**config.mk**
```make
export PLATFORM = sky130hd
export DESIGN_NAME = inst_fetch
export DESIGN_NICKNAME = d
export VERILOG_FILES = /design/src/rtl/inst_fetch.sv
export SDC_FILE = /design/constraint.sdc
export NUM_CORES = 1
export LEC_CHECK = 0
export BUFFER_PORTS_ARGS = -buffer_cell sky130_fd_sc_hd__buf_2
export CAP_MARGIN = 5
export CELL_PAD_IN_SITES_DETAIL_PLACEMENT = 1
export CELL_PAD_IN_SITES_GLOBAL_PLACEMENT = 2
export CORE_MARGIN = 1.5
export CORE_UTILIZATION = 28
export DETAILED_ROUTE_END_ITERATION = 6
export MAX_ROUTING_LAYER = met4
export PLACE_DENSITY_LB_ADDON = 0.1
export SLEW_MARGIN = 20
export SYNTH_ARGS = -nofsm -noshare
export SYNTH_HDL_FRONTEND = slang
export SYNTH_SLANG_ARGS = --single-unit
```
**constraint.sdc**
```tcl
create_clock -name clk -period 2.7 [get_ports clk]
set_clock_uncertainty 0.05 [all_clocks]
set_input_delay 0.54 -clock clk [delete_from_list [all_inputs] [get_ports clk]]
set_output_delay 0.54 -clock clk [all_outputs]
set_load 0.1 [all_outputs]
```
**src/rtl/inst_fetch.sv**
```systemverilog
// Instruction fetch stage: holds the PC, issues one BRAM word read per fetch request and
// returns the word with its PC as a one-cycle valid pulse. PC faults latch into sticky flags.
module inst_fetch #(
  parameter logic [31:0] RESET_PC    = 32'h0000_0000,
  parameter int          IMEM_ADDR_W = 14,
  parameter int          MEM_LATENCY = 1
) (
  input  logic                   clk,
  input  logic                   rstn,
  input  logic                   fetch_req,
  input  logic                   redirect_valid,
  input  logic [31:0]            redirect_pc,
  output logic                   imem_en,
  output logic [IMEM_ADDR_W-1:0] imem_addr,
  input  logic [31:0]            imem_rdata,
  output logic                   inst_valid,
  output logic [31:0]            inst_code,
  output logic [31:0]            inst_pc,
  output logic                   busy,
  output logic                   err_misalign,
  output logic                   err_range,
  output logic                   err_overlap,
  output logic [31:0]            fetch_count
);

  typedef enum logic [1:0] {S_IDLE, S_ISSUE, S_WAIT, S_CAPTURE} state_t;

  state_t                 state_q;
  logic [31:0]            pc_q, fpc_q;
  logic [2:0]             wait_cnt_q;
  logic                   imem_en_q, inst_valid_q, busy_q;
  logic [IMEM_ADDR_W-1:0] imem_addr_q;
  logic [31:0]            inst_code_q, inst_pc_q, fetch_count_q;
  logic                   err_misalign_q, err_range_q, err_overlap_q;

  logic        redir_ok, redir_bad, any_err, can_start, in_range;
  logic [31:0] fpc_d;

  assign redir_ok  = redirect_valid && (redirect_pc[1:0] == 2'b00);
  assign redir_bad = redirect_valid && (redirect_pc[1:0] != 2'b00);
  assign any_err   = err_misalign_q | err_range_q | err_overlap_q;
  assign fpc_d     = redir_ok ? redirect_pc : pc_q;
  assign in_range  = ((fpc_d >> (IMEM_ADDR_W + 2)) == 32'd0);
  // The capture cycle already has its instruction out, so it can accept the next request.
  assign can_start = ((state_q == S_IDLE) || (state_q == S_CAPTURE)) && fetch_req &&
                     !any_err && !redir_bad;

  // NOTE: every register here uses <= so all of them see the same pre-edge values,
  // and a later assignment in this block overrides an earlier one on the same edge.
  always_ff @(posedge clk) begin
    if (!rstn) begin
      state_q        <= S_IDLE;
      pc_q           <= RESET_PC;
      fpc_q          <= RESET_PC;
      wait_cnt_q     <= 3'd0;
      imem_en_q      <= 1'b0;
      imem_addr_q    <= '0;
      inst_valid_q   <= 1'b0;
      inst_code_q    <= 32'd0;
      inst_pc_q      <= 32'd0;
      busy_q         <= 1'b0;
      fetch_count_q  <= 32'd0;
      err_misalign_q <= 1'b0;
      err_range_q    <= 1'b0;
      err_overlap_q  <= 1'b0;
    end else begin
      imem_en_q    <= 1'b0;
      inst_valid_q <= 1'b0;
      if (redir_ok)  pc_q           <= redirect_pc;
      if (redir_bad) err_misalign_q <= 1'b1;

      case (state_q)
        S_IDLE, S_CAPTURE: begin
          state_q <= S_IDLE;
          if (can_start) begin
            fpc_q <= fpc_d;
            if (!in_range) begin
              err_range_q <= 1'b1;
            end else begin
              state_q     <= S_ISSUE;
              imem_en_q   <= 1'b1;
              imem_addr_q <= fpc_d[IMEM_ADDR_W+1:2];
              busy_q      <= 1'b1;
              // Advancing the PC at issue lets any redirect during the flight simply overwrite it.
              pc_q        <= fpc_d + 32'd4;
            end
          end
        end
        S_ISSUE: begin
          if (fetch_req) err_overlap_q <= 1'b1;
          wait_cnt_q <= 3'(MEM_LATENCY);
          state_q    <= S_WAIT;
        end
        S_WAIT: begin
          if (fetch_req) err_overlap_q <= 1'b1;
          if (wait_cnt_q == 3'd1) begin
            inst_code_q   <= imem_rdata;
            inst_pc_q     <= fpc_q;
            inst_valid_q  <= 1'b1;
            fetch_count_q <= fetch_count_q + 32'd1;
            busy_q        <= 1'b0;
            state_q       <= S_CAPTURE;
          end else begin
            wait_cnt_q <= wait_cnt_q - 3'd1;
          end
        end
        default: state_q <= S_IDLE;
      endcase
    end
  end

  assign imem_en      = imem_en_q;
  assign imem_addr    = imem_addr_q;
  assign inst_valid   = inst_valid_q;
  assign inst_code    = inst_code_q;
  assign inst_pc      = inst_pc_q;
  assign busy         = busy_q;
  assign err_misalign = err_misalign_q;
  assign err_range    = err_range_q;
  assign err_overlap  = err_overlap_q;
  assign fetch_count  = fetch_count_q;

endmodule

```
# [After elaboration in Yosys (flattened, before gate mapping)]
# Index checks and enable logic that the tools add are counted.
[classes] add_sub_neg=3 n_eq_ne=8 muxes=16 bitwise_logic=3 reduce_logical=25
[ops] operator="two-way mux 32 bit" n=4
[ops] operator="adder 32 x 1 -> 32 bit, second input constant" n=1
[ops] operator="adder 32 x 3 -> 32 bit, second input constant" n=1
[ops] operator="logical NOT 32 bit" n=1
[ops] operator="AND reduction 2 bit" n=5
[ops] operator="AND reduction 3 bit" n=3
[ops] operator="inequality test 2 bit, second input constant" n=4
[ops] operator="two-way mux 1 bit" n=7
[ops] operator="one-hot mux 2 bit (3 select lines)" n=1
[ops] operator="one-hot mux 3 bit (2 select lines)" n=1
[ops] operator="nonzero test 2 bit" n=3
[ops] operator="logical AND 1 bit" n=5
[ops] operator="== test 2 bit, second input constant" n=2
[ops] operator="logical NOT 2 bit" n=2
[ops] operator="AND reduction 4 bit" n=1
[ops] operator="OR reduction 2 bit" n=2
[ops] operator="== test 3 x 1 -> 1 bit, second input constant" n=1
[ops] operator="two-way mux 3 bit" n=1
[ops] operator="subtractor 3 x 1 -> 3 bit, second input constant" n=1
[ops] operator="== test 2 x 1 -> 1 bit, second input constant" n=1
[ops] operator="logical NOT 1 bit" n=2
[ops] operator="two-way mux 2 bit" n=1
[ops] operator="bitwise OR 1 bit" n=2
[ops] operator="one-hot mux 1 bit (2 select lines)" n=1
[ops] operator="other kinds (2)" n=2
[word_totals] register_bits=185 input_bits=68 out_inout_bits=116 elab_cells=69

# [Depth between registers and ports, before layout]
[logic_depth] depth_word=7 mapped_depth=9

# [Worst setup path before layout]
# OpenSTA, ideal clock, no wires.
[synth_path] kind="reg-to-reg" startpoint="reg fetch_count_q[10] (netlist: fetch_count[10])" endpoint="reg fetch_count_q[29] (netlist: fetch_count[29])" arrival_time_ps=2804 t_required_ps=2580 setup_slack_ps=-225 stages_incl_launch_ff=7 period_less_slack_ps=2925 cell_sequence="dfxtp_1 nand4_4 or4_4 buf_6 or3_4 or4_1 a21oi_1"
[synth_via] elab_chain_cells=1
[synth_lines] item="from (decl)" line="33" rtl="logic [31:0] inst_code_q, inst_pc_q, fetch_count_q;"
[synth_lines] item="from (signal assigned)" line="100" rtl="fetch_count_q <= fetch_count_q + 32'd1;"
[synth_lines] item="adder 32 x 1 -> 32 bit" line="100"
# Every way passes these cells.
# A chain may end at the register's enable or synchronous reset.

# [Worst setup path in the final report]
[layout_path] startpoint="reg state_q[0]" endpoint="reg pc_q[12]"
[layout_via] elab_chain_cells=7
[layout_lines] item="from (decl)" line="28" rtl="state_t state_q;"
[layout_lines] item="from (signal assigned)" line="52" rtl="state_q <= S_IDLE;"
[layout_lines] item="from (signal assigned)" line="74" rtl="state_q <= S_IDLE;"
[layout_lines] item="from (signal assigned)" line="80" rtl="state_q <= S_ISSUE;"
[layout_lines] item="== test 2 bit / logical NOT 2 bit (equally long branches)" line="45, 72"
[layout_lines] item="logical OR 1 bit" line="45" rtl="assign can_start = ((state_q == S_IDLE) || (state_q == S_CAPTURE)) && fetch_req &&"
[layout_lines] item="logical AND 1 bit (2 in series)" line="45"
[layout_lines] item="logical AND 1 bit" line="46" rtl="!any_err && !redir_bad;"
[layout_lines] item="two-way mux 32 bit" line="75" rtl="if (can_start) begin"
[layout_lines] item="two-way mux 32 bit *" line="72" rtl="case (state_q)"
[layout_lines] item="to (signal assigned)" line="69" rtl="if (redir_ok) pc_q <= redirect_pc;"
[layout_lines] item="to (signal assigned)" line="85" rtl="pc_q <= fpc_d + 32'd4;"
[layout_lines] item="to (decl)" line="29" rtl="logic [31:0] pc_q, fpc_q;"
# Mark *: on every way between the ends. The rest lies on a longest branch, timed or not.

==> results.tsv <==
metric	value	unit
synth-seq-cells	185	
muxShareOfSynthArea	0.0562	
synth_seq_area_share	0.503	
p_int	4570	uW
synth_compound_area_frac	0.136	
hold_buffers	0	
fp.dieH	165	um
tightest_slew	757	ps
clockBufferDepth	2	
wl_per_cell	16.5	um
setup-violations-final	0	
period_share	0.894	
ir_drop	0.540	mV
syn_area_per_cell	8.57	um^2
initial_core_util	0.284	
synth_top_family_by_area	simple AND/OR/NAND/NOR gates	
synth-simple-area-share	0.224	
clk_pin_slew	80	ps
yosysMostFrequentCell	dfxtp_1	
io_buffers	183	
nNetsFinal	1116	
cts_inserted_buffers	17	
clockRootBuffer	clkbuf_16	
route.detailed.drc	0	
grt_pass1_wl	35.0	mm
yosysTopAreaCell	dfxtp_1	
globalplace.congestion	0.780	
rows	59	
antenna_found_initial	0	
synth_top_area_frac	0.503	
crit_fanout	52	
tns	0	ps
crit_family	simple AND/OR/NAND/NOR gates	
hpwl	16.2	mm
path_cells	inv_1 -> ha_1 -> nor4bb_1 -> and3_2 -> buf_12 -> nand3_1 -> nor4_1 -> mux2i_1	
drive_above_1_share	0.270	
synth_area_leaders	dfxtp_1 (50%), nand2_1 (7.8%), a21oi_1 (6.7%)	
fmax	414	MHz
slowest_stage	nor4_1	
crit_type	flop to flop	
holdWs	288	ps
synth_fa_ha_area_frac	0.0102	
grt_overflow	0	
synth-main-ff-cell	dfxtp_1	
relSlewSlack	0.496	
die_w	165	um
synth_nets	934	
rsz0062_at_grt	no	
synthDistinctLibCells	51	
synthCells	860	
diodes	0	
slowest_delay	370	ps
stdcell_area	0.00941	mm^2
fillers	3108	
via_per_inst	4.70	
p_comb_frac	0.216	
io_pins	184	
power_frac_seq	0.434	
drv_slew	0	
critPathLaunchType	flop	
cp.required	3010	ps
hp-class	primary input to flop	
power_density	749	mW/mm^2
die_area	0.0273	mm^2
dpl_cell_area	0.00883	mm^2
cts.repair.resized	0	
status	completed	
ant_nets	0	
swShare	0.351	
finalWirelength	23.0	mm
worstPathArrival	2730	ps
p_leak	0.00376	uW
firstDrtPassIters	5	
synth_commonest_cells	dfxtp_1 (185), nand2_1 (154), a21oi_1 (98)	
ys.warnings.count	0	
grt_pass1_vias	6230	
netlist_area	0.00737	mm^2
grt_max_degree	79	
cts_tree	yes	
multi_input_area	0.00336	mm^2
cp_num_buf_inv	2	
postCtsSetupRepairBufs	0	
cp-end-kind	flop	
max_cap_violations	0	
switchingPower	2470	uW
num_vias	6539	
final-hold-violation-count	0	
clkSinkCount	185	
htree_levels	4	
initialDrtViolationCount	324	
core_area	0.0259	mm^2
ff_latch_area	0.00372	mm^2
period_needed	2410	ps
area_growth	27.7	%
async_flop_share	0	
track_usage	0.171	
synth_xor_area_frac	0.0273	
insertion_delay	430	ps
synth_edf_count	0	
clockPowerShare	0.349	
[path summary, 6_finish.rpt]
kind	endpoint	start	slack (ps)	depth (start not counted)
min reg2reg	inst_pc[23]$_SDFFE_PN0P_	fpc_q[23]$_SDFFE_PN0P_	400	2
max	pc_q[12]$_SDFF_PN0_	state_q[0]$_SDFFE_PN0N_	290	8
max reg2reg	pc_q[12]$_SDFF_PN0_	state_q[0]$_SDFFE_PN0N_	290	8
min	inst_code[10]$_SDFFE_PN0P_	imem_rdata[10]	290	3
[worst min-delay path, delay by kind of cell]
| family | cells | cell delay (ps) |
|---|---|---|
| compound gates | 1 | 50 |
| simple gates | 1 | 40 |
| buf+inv | 1 | 90 |
[power groups by stage]
stage | logic (uW) | registers [uW] | clock network (uW)
2_1_floorplan | 633 | 3600 | 0
3_3_place_gp | 1530 | 3120 | 0
3_5_place_dp | 1540 | 3130 | 0
4_1_cts | 1540 | 3060 | 2560
5_1_grt | 1660 | 3090 | 2670
6_report | 1520 | 3060 | 2460
[layout by cell type, fill, tap and decap left out, types with 10 or more instances in the layout]
cell type  count
inv_1         19
nor2_1        79
buf_2        183
nand2_1      154
mux2i_1       38
dfxtp_1      175
nor4_1        24
xnor2_1       20
buf_4         40
a211oi_1      44
a21oi_1       98
o21ai_0       10
nand3_1       31
nor3_1        10
dfxtp_2       10
clkbuf_16     17
[metrics by stage]
stage	total power [uW]	utilization	setup WS (ps)	cells
6_report	7050	0.363	286	1390
4_1_cts	7160	0.363	82.5	1390
2_1_floorplan	4240	-	19.7	860
5_1_grt	7420	0.363	21.4	1390
3_5_place_dp	4670	0.341	-106	1358
3_3_place_gp	4650	0.341	-128	1358
[registers in the layout (all words and copies together), names as in the netlist]
name          count
err_overlap       1
state_q           2
pc_q             32
busy              1
fpc_q            32
inst_pc          32
imem_en           1
inst_valid        1
err_range         1
imem_addr        14
inst_code        32
fetch_count      32
err_misalign      1
wait_cnt_q        3
[layer usage]
metal	global-route usage	routed length, um
met1	0.240	11700
met2	0.258	10500
met3	0.0245	679
met4	0.0442	150
met5	-	0
[cell families after synthesis]
logic type               after synthesis
AND/OR/NAND/NOR                      353
multiplexers                          41
XOR/XNOR                              23
buffers and inverters                 82
flip-flops                           185
adder cells (fa/ha/maj)                6
AO/OA/AOI/OAI                        170
[final cells by class]
type                            instances  area share
Sequential cell                       185       0.395
Multi-Input combinational cell        593       0.357
Timing Repair Buffer                  225       0.134
Clock buffer                           17      0.0452
Tap cell                              335      0.0446
Clock inverter                         15      0.0162
Inverter                               20     0.00851
(Power assumes the default switching activity.)
